$ cat src/rtl/seven_segment_to_binary.sv
// Samples active-low 7-segment pad lines, debounces them and decodes each
// newly accepted pattern back to a 4-bit hex value with a one-cycle strobe.
module seven_segment_to_binary #(
    parameter int unsigned STABLE_CYCLES = 250000
) (
    input  logic       i_Clk,
    input  logic       i_Reset,
    input  logic       i_Segment_A,
    input  logic       i_Segment_B,
    input  logic       i_Segment_C,
    input  logic       i_Segment_D,
    input  logic       i_Segment_E,
    input  logic       i_Segment_F,
    input  logic       i_Segment_G,
    output logic [3:0] o_Binary_Num,
    output logic       o_Valid,
    output logic       o_Error,
    output logic       o_Blank,
    output logic [7:0] o_Update_Count
);

    localparam int unsigned CNT_W = (STABLE_CYCLES < 2) ? 1 : $clog2(STABLE_CYCLES + 1);
    localparam logic [CNT_W-1:0] CNT_MAX = CNT_W'(STABLE_CYCLES);

    typedef enum logic {
        LOCKED,
        SETTLE
    } state_t;

    state_t           state;
    logic [6:0]       pins;
    logic [6:0]       sync1;
    logic [6:0]       sync2;
    logic [6:0]       candidate;
    logic [6:0]       committed;
    logic [CNT_W-1:0] cnt;
    logic [4:0]       decoded;

    // Active-high pattern, segment A in the MSB.
    assign pins = ~{i_Segment_A, i_Segment_B, i_Segment_C, i_Segment_D,
                    i_Segment_E, i_Segment_F, i_Segment_G};

    // Returns {legal, value}.
    function automatic logic [4:0] decode(input logic [6:0] p);
        case (p)
            7'h7E:   decode = {1'b1, 4'h0};
            7'h30:   decode = {1'b1, 4'h1};
            7'h6D:   decode = {1'b1, 4'h2};
            7'h79:   decode = {1'b1, 4'h3};
            7'h33:   decode = {1'b1, 4'h4};
            7'h5B:   decode = {1'b1, 4'h5};
            7'h5F:   decode = {1'b1, 4'h6};
            7'h70:   decode = {1'b1, 4'h7};
            7'h7F:   decode = {1'b1, 4'h8};
            7'h7B:   decode = {1'b1, 4'h9};
            7'h77:   decode = {1'b1, 4'hA};
            7'h1F:   decode = {1'b1, 4'hB};
            7'h4E:   decode = {1'b1, 4'hC};
            7'h3D:   decode = {1'b1, 4'hD};
            7'h4F:   decode = {1'b1, 4'hE};
            7'h47:   decode = {1'b1, 4'hF};
            default: decode = '0;
        endcase
    endfunction

    assign decoded = decode(candidate);

    always_ff @(posedge i_Clk or posedge i_Reset) begin
        if (i_Reset) begin
            sync1          <= '0;
            sync2          <= '0;
            candidate      <= '0;
            committed      <= '0;
            cnt            <= '0;
            state          <= LOCKED;
            o_Binary_Num   <= '0;
            o_Valid        <= 1'b0;
            o_Error        <= 1'b0;
            o_Blank        <= 1'b1;
            o_Update_Count <= '0;
        end else begin
            sync1   <= pins;
            sync2   <= sync1;
            o_Valid <= 1'b0;
            case (state)
                LOCKED: begin
                    if (sync2 != candidate) begin
                        candidate <= sync2;
                        cnt       <= CNT_W'(1);
                        state     <= SETTLE;
                    end
                end
                SETTLE: begin
                    if (sync2 != candidate) begin
                        candidate <= sync2;
                        cnt       <= CNT_W'(1);
                    end else if (cnt < CNT_MAX) begin
                        cnt <= cnt + CNT_W'(1);
                    end else begin
                        state <= LOCKED;
                        // A glitch that settled back on the committed value is ignored.
                        if (candidate != committed) begin
                            committed <= candidate;
                            if (decoded[4]) begin
                                o_Binary_Num   <= decoded[3:0];
                                o_Valid        <= 1'b1;
                                o_Error        <= 1'b0;
                                o_Blank        <= 1'b0;
                                o_Update_Count <= o_Update_Count + 8'd1;
                            end else if (candidate == '0) begin
                                o_Blank <= 1'b1;
                                o_Error <= 1'b0;
                            end else begin
                                o_Error <= 1'b1;
                                o_Blank <= 1'b0;
                            end
                        end
                    end
                end
                default: state <= LOCKED;
            endcase
        end
    end

endmodule

$ cat config.mk
export PLATFORM = sky130hd
export DESIGN_NAME = seven_segment_to_binary
export DESIGN_NICKNAME = d
export VERILOG_FILES = /design/src/rtl/seven_segment_to_binary.sv
export SDC_FILE = /design/constraint.sdc
export NUM_CORES = 1
export LEC_CHECK = 0
export ABC_CLOCK_PERIOD_IN_PS = 4550
export BUFFER_PORTS_ARGS = -buffer_cell sky130_fd_sc_hd__buf_2
export CELL_PAD_IN_SITES_DETAIL_PLACEMENT = 1
export CELL_PAD_IN_SITES_GLOBAL_PLACEMENT = 1
export CORE_MARGIN = 10
export CORE_UTILIZATION = 40
export DETAILED_ROUTE_END_ITERATION = 6
export PLACE_DENSITY_LB_ADDON = 0.05
export SLEW_MARGIN = 20
export SYNTH_ARGS = -nofsm -noshare
export SYNTH_HDL_FRONTEND = slang
export SYNTH_SLANG_ARGS = --single-unit
$ cat constraint.sdc
create_clock -name i_Clk -period 4.55 [get_ports i_Clk]
set_input_delay 0 -clock i_Clk [delete_from_list [all_inputs] [get_ports i_Clk]]
set_output_delay 0 -clock i_Clk [all_outputs]
set_load 0.05 [all_outputs]
Word level (Yosys, flattened, before mapping) --
Index checks and enable logic that the tools add are counted. Widths: inputs -> output; s select.
Storage, ports and cells: logic and storage cells 61, register bits after elaboration 62, input port bits 9, output and inout port bits 15
Operators by class: $lt $le $gt $ge 1, muxes and demuxes 19, reduce and logical (&&, ||, !) cells 4, add/sub/neg operators 2, equality and inequality tests 20, bitwise gates (word level) 4
Operators with widths (number):
- $eq 7x7->1 const B | 12
- $pmux 5 s16 | 1
- $mux 18 | 3
- $pmux 18 s2 | 1
- $eq 7x6->1 const B | 3
- $add 18x1->18 const B | 1
- $lt 18x18->1 const B | 1
- $ne 7x7->1 | 2
- $mux 1 | 12
- $add 8x1->8 const B | 1
- $eq 7x5->1 const B | 1
- $logic_not 7->1 | 1
- $mux 7 | 1
- $not 7->7 | 1
- $reduce_and 5->1 | 1
- $reduce_and 4->1 | 1
- $ne 3x1->1 const B | 1
- $not 1->1 | 3
- $ne 2x2->1 const B | 1
- $pmux 1 s2 | 1
- $reduce_and 2->1 | 1

Depth between registers and ports, before layout --
depth after elaboration 7, mapped depth 9, mapped depth without buffers 6

Worst setup path after synthesis --
No wires, ideal clock.
kind register -> register, start point reg candidate[5], end point reg committed[0], arrival time 2.042 ns, setup slack 2.384 ns, cell stages (with the launch flop) 8, path buffers 2, data required time 4.425 ns, clock period less this slack 2.166 ns, library setup time 0.125 ns, path through dfrtp_1 buf_6 xor2_1 nor4_1 nand4_1 nor4_1 buf_2 mux2_2
Between the ends: cells in the longest elaborated chain, start to end 3, elaborated cells on any way between the ends 4, those cells by class eq/ne: 2; bitwise: 1; reduce/logical: 1
Ends and longest elaborated chain:
- start, declared | line 34 | logic [6:0] candidate;
- start signal, assigned | line 88 | candidate <= sync2;
- start signal, assigned | line 95 | candidate <= sync2;
- $ne 7x7->1 | line 94 | if (sync2 != candidate) begin
- $not 1->1 (no line)
- $reduce_and 4->1 (no line) (*)
- end signal, assigned | line 103 | committed <= candidate;
- end, declared | line 35 | logic [6:0] committed;
Every way passes the cells marked *; elsewhere a longest branch is shown, timed or not. A chain may end at the register's enable or synchronous reset.

Worst setup path in the final report --
start point reg candidate[0], end point reg o_Update_Count[1]
Between the ends: cells in the longest elaborated chain, start to end 3, elaborated cells on any way between the ends 21, those cells by class eq/ne: 18; mux: 1; bitwise: 1; reduce/logical: 1
Ends and longest elaborated chain:
- $eq 7x7->1, or another cell as far along | line 45 | case (p)
- $pmux 5 s16 or $not 1->1 (tied branches)
- $reduce_and 5->1 (no line) (*)
- end signal, assigned | line 109 | o_Update_Count <= o_Update_Count + 8'd1;
- end, declared | line 19 | output logic [7:0] o_Update_Count
Marked as above.

==> run summary <==
family with the most delay on the worst path -> simple AND/OR/NAND/NOR gates
placed cell areas -> 0.00312 mm^2
most numerous cell types in the synthesized netlist -> dfrtp_1, xor2_1, nor2_1
worst reg-to-reg setup slack -> 1.76 ns
XOR/XNOR share of the synthesized area -> 0.116
global-route wire length before repair -> 10.4 mm
most used standard cell by instance count after synthesis -> dfrtp_1
vias in the first global route -> 2135
overall track demand over capacity in global routing -> 0.112
number of nets in the layout -> 313
final critical-path share of the clock period -> 0.614
HP Class -> in -> reg
sum of negative setup slack -> 0 ns
Synth Area per Inst -> 10.6 um^2
leading area contributor after synthesis -> dfrtp_1
area of all placed cells without fillers -> 0.00342 mm^2
run status -> finished clean
Antenna Cells -> 0
maximum operating frequency -> 0.358 GHz
number of gates resized after cts -> 0
post-synthesis instance total -> 278
slew of the pin with the lowest slew margin -> 0.770 ns
DRC violations left -> 0
register clock-pin slew on the reported worst setup and hold paths -> 0.08 ns
worst-case clock skew -> 0.00867 ns
count of synthesis-stage warnings from yosys -> 0
CTS tree -> built
Synthesized Nets -> 289
kind of critical path -> reg -> reg
filler cell count -> 828
hold path depth -> 3
clock latency of the later-clocked register in the worst-skew pair -> 0.33 ns
buffer and inverter count on the worst path -> 2
register area share after synthesis -> 0.528
clock tree sinks -> 62
Slew HR -> 0.487
Total Routed Length -> 6.07 mm
post-synthesis register bit count -> 62
worst path arrival time -> 3.01 ns
post-synthesis adder-cell area fraction -> 0.00851
total power per unit cell area -> 341 mW/mm^2
placeable core region -> 0.00721 mm^2
multiplexer fraction of the synthesized cell area -> 0.0460
startpoint type of the worst setup path -> flop
Detailed Route Iter0 Violations -> 71
die boundary height -> 106 um
CP max stage cell -> dfrtp_1
Critical Path Stages -> 8
number of cell rows -> 31
slowest cell delay on critical path -> 0.58 ns
die area -> 0.0112 mm^2
Crit path top cell by count -> buf_4
share of flip-flops with an asynchronous set or reset after synthesis -> 1.00
number of buffers inserted to repair setup after CTS -> 0
Placer Congestion -> 0.747
clock root cell -> clkbuf_8
Critical Path, Cell by Cell -> xor2_1 > nor4_1 > nand4_1 > buf_4 > nor4_2 > buf_4 > nand2b_1 > mux2_1
cell types occupying the most area after synthesis -> dfrtp_1, xor2_1, xnor2_1
post-synthesis cell type count -> 44
most instantiated flip-flop cell in the synthesis netlist -> dfrtp_1
worst IR drop on VDD -> 0.186 mV
Synth Area in Simple Gates -> 0.203
overall via count from detail_route -> 2047
Worst Path Max Fanout -> 22
Synth top area share -> 0.519
vias per std cell -> 5.04
synthesized cell area -> 0.00294 mm^2
number of antenna violations at the first check in global routing -> 0
total congestion overflow -> 0
final setup vio count -> 0
TritonCTS Buffers -> 9
number of placed I/O pins -> 24
reported leakage power -> 1.55 nW
MaxCap Viol Count -> 0
final period demand of the worst path -> 2.79 ns
critical path required time -> 4.76 ns
starting density of the core -> 0.408
maximum number of pins on one net before global-route repair -> 63
Register-to-Register Path Depth -> 8
Final Slew Violations -> 0
endpoint type of the worst setup path -> flop
setup repair after global routing missed its margin -> no
signed area change from the synthesized netlist to the final layout -> 16.3%
number of endpoints with negative hold slack in the final report -> 0
maximum clock path buffer count -> 2
synthesized-area fraction occupied by ao, oa, aoi and oai cells -> 0.0506
Post-synth EDFFs -> 0
IO buf count -> 23
dominant combinational cell family by area after synthesis -> simple AND/OR/NAND/NOR gates
maximum level of the CTS H-tree -> 3
detailed-route wire length per cell -> 15.0 um
post-DP HPWL -> 4.19 mm
number of search-and-repair iterations in the first detailed-routing pass -> 5
width of the chip -> 106 um
layout cells sized above 1 -> 0.192
hold buffers post-CTS -> 8
post-route antenna net violation count -> 0
-- registers in the layout (all words and copies together) (netlist names) --
register        flops
cnt                18
o_Update_Count      8
candidate           7
committed           7
sync1               7
sync2               7
o_Binary_Num        4
o_Blank             1
o_Error             1
o_Valid             1
state               1
-- report_power, final --
group	switching, W	internal [W]
clock network	0.000230	0.000310
registers	0.0000186	0.000560
logic	0.0000249	0.0000227
-- cells by family after synthesis --
family / Yosys count
buffers and inverters: 33
XOR/XNOR: 39
AND/OR/NAND/NOR: 108
adder cells (fa/ha/maj): 2
flip-flops: 62
AO/OA/AOI/OAI: 22
multiplexers: 12
-- per-layer routing --
layer	share of wire	GRT usage	up-vias
li1	-	-	1006
met1	0.50	0.150	1007
met2	0.45	0.166	29
met3	0.041	0.0402	5
met4	0.0087	0.0309	0
met5	0	0	-
-- tightest hold or removal path, delay by kind of cell --
| kind | cells | cell delay, ns |
|---|---|---|
| buffers and inverters | 3 | 0.63 |
-- through the flow --
step | hold WS, ns | total power, W | worst slack (ns) | instances | utilization
final | 0.327 | 0.00117 | 1.76 | 406 | 0.474
after global routing | 0.328 | 0.00122 | 1.55 | 406 | 0.474
after CTS | 0.309 | 0.00118 | 1.72 | 406 | 0.474
after detailed placement | 0.146 | 0.000633 | 1.74 | 382 | 0.432
after global placement | 0.142 | 0.000633 | 1.88 | 382 | 0.432
after floorplan | 0.0594 | 0.000621 | 2.38 | 278 | -
-- final cells by class --
class | count | area [um^2] | area share
Multi-Input combinational cell | 183 | 1250 | 0.367
Clock inverter | 7 | 97.6 | 0.0286
Timing Repair Buffer | 35 | 225 | 0.0659
Sequential cell | 62 | 1550 | 0.454
Clock buffer | 9 | 124 | 0.0362
Inverter | 11 | 41.3 | 0.0121
Tap cell | 99 | 124 | 0.0362
-- layout by cell type (no fill, tap or decap), drive strengths merged, types with 6 or more instances in the layout --
cell / n
dfrtp: 61
buf: 27
xor2: 25
nor2: 22
nand2: 17
xnor2: 14
nand3: 12
inv: 12
mux2: 12
clkbuf: 9
nand4: 8
and3: 8
dlygate4sd3: 8
nor4: 8
nor3: 7
nand2b: 6
-- path summary, 6_finish.rpt --
path | startpoint | endpoint
worst max register to register | candidate[0] | o_Update_Count[1]
worst min-delay path | i_Segment_A | sync1[6]
max in group asynchronous | i_Reset | o_Binary_Num[3]
worst min register to register | sync1[3] | sync2[3]
worst max-delay path | candidate[0] | o_Update_Count[1]
min in group asynchronous | i_Reset | cnt[3]
No activity file was read; power rests on OpenSTA's default activity.
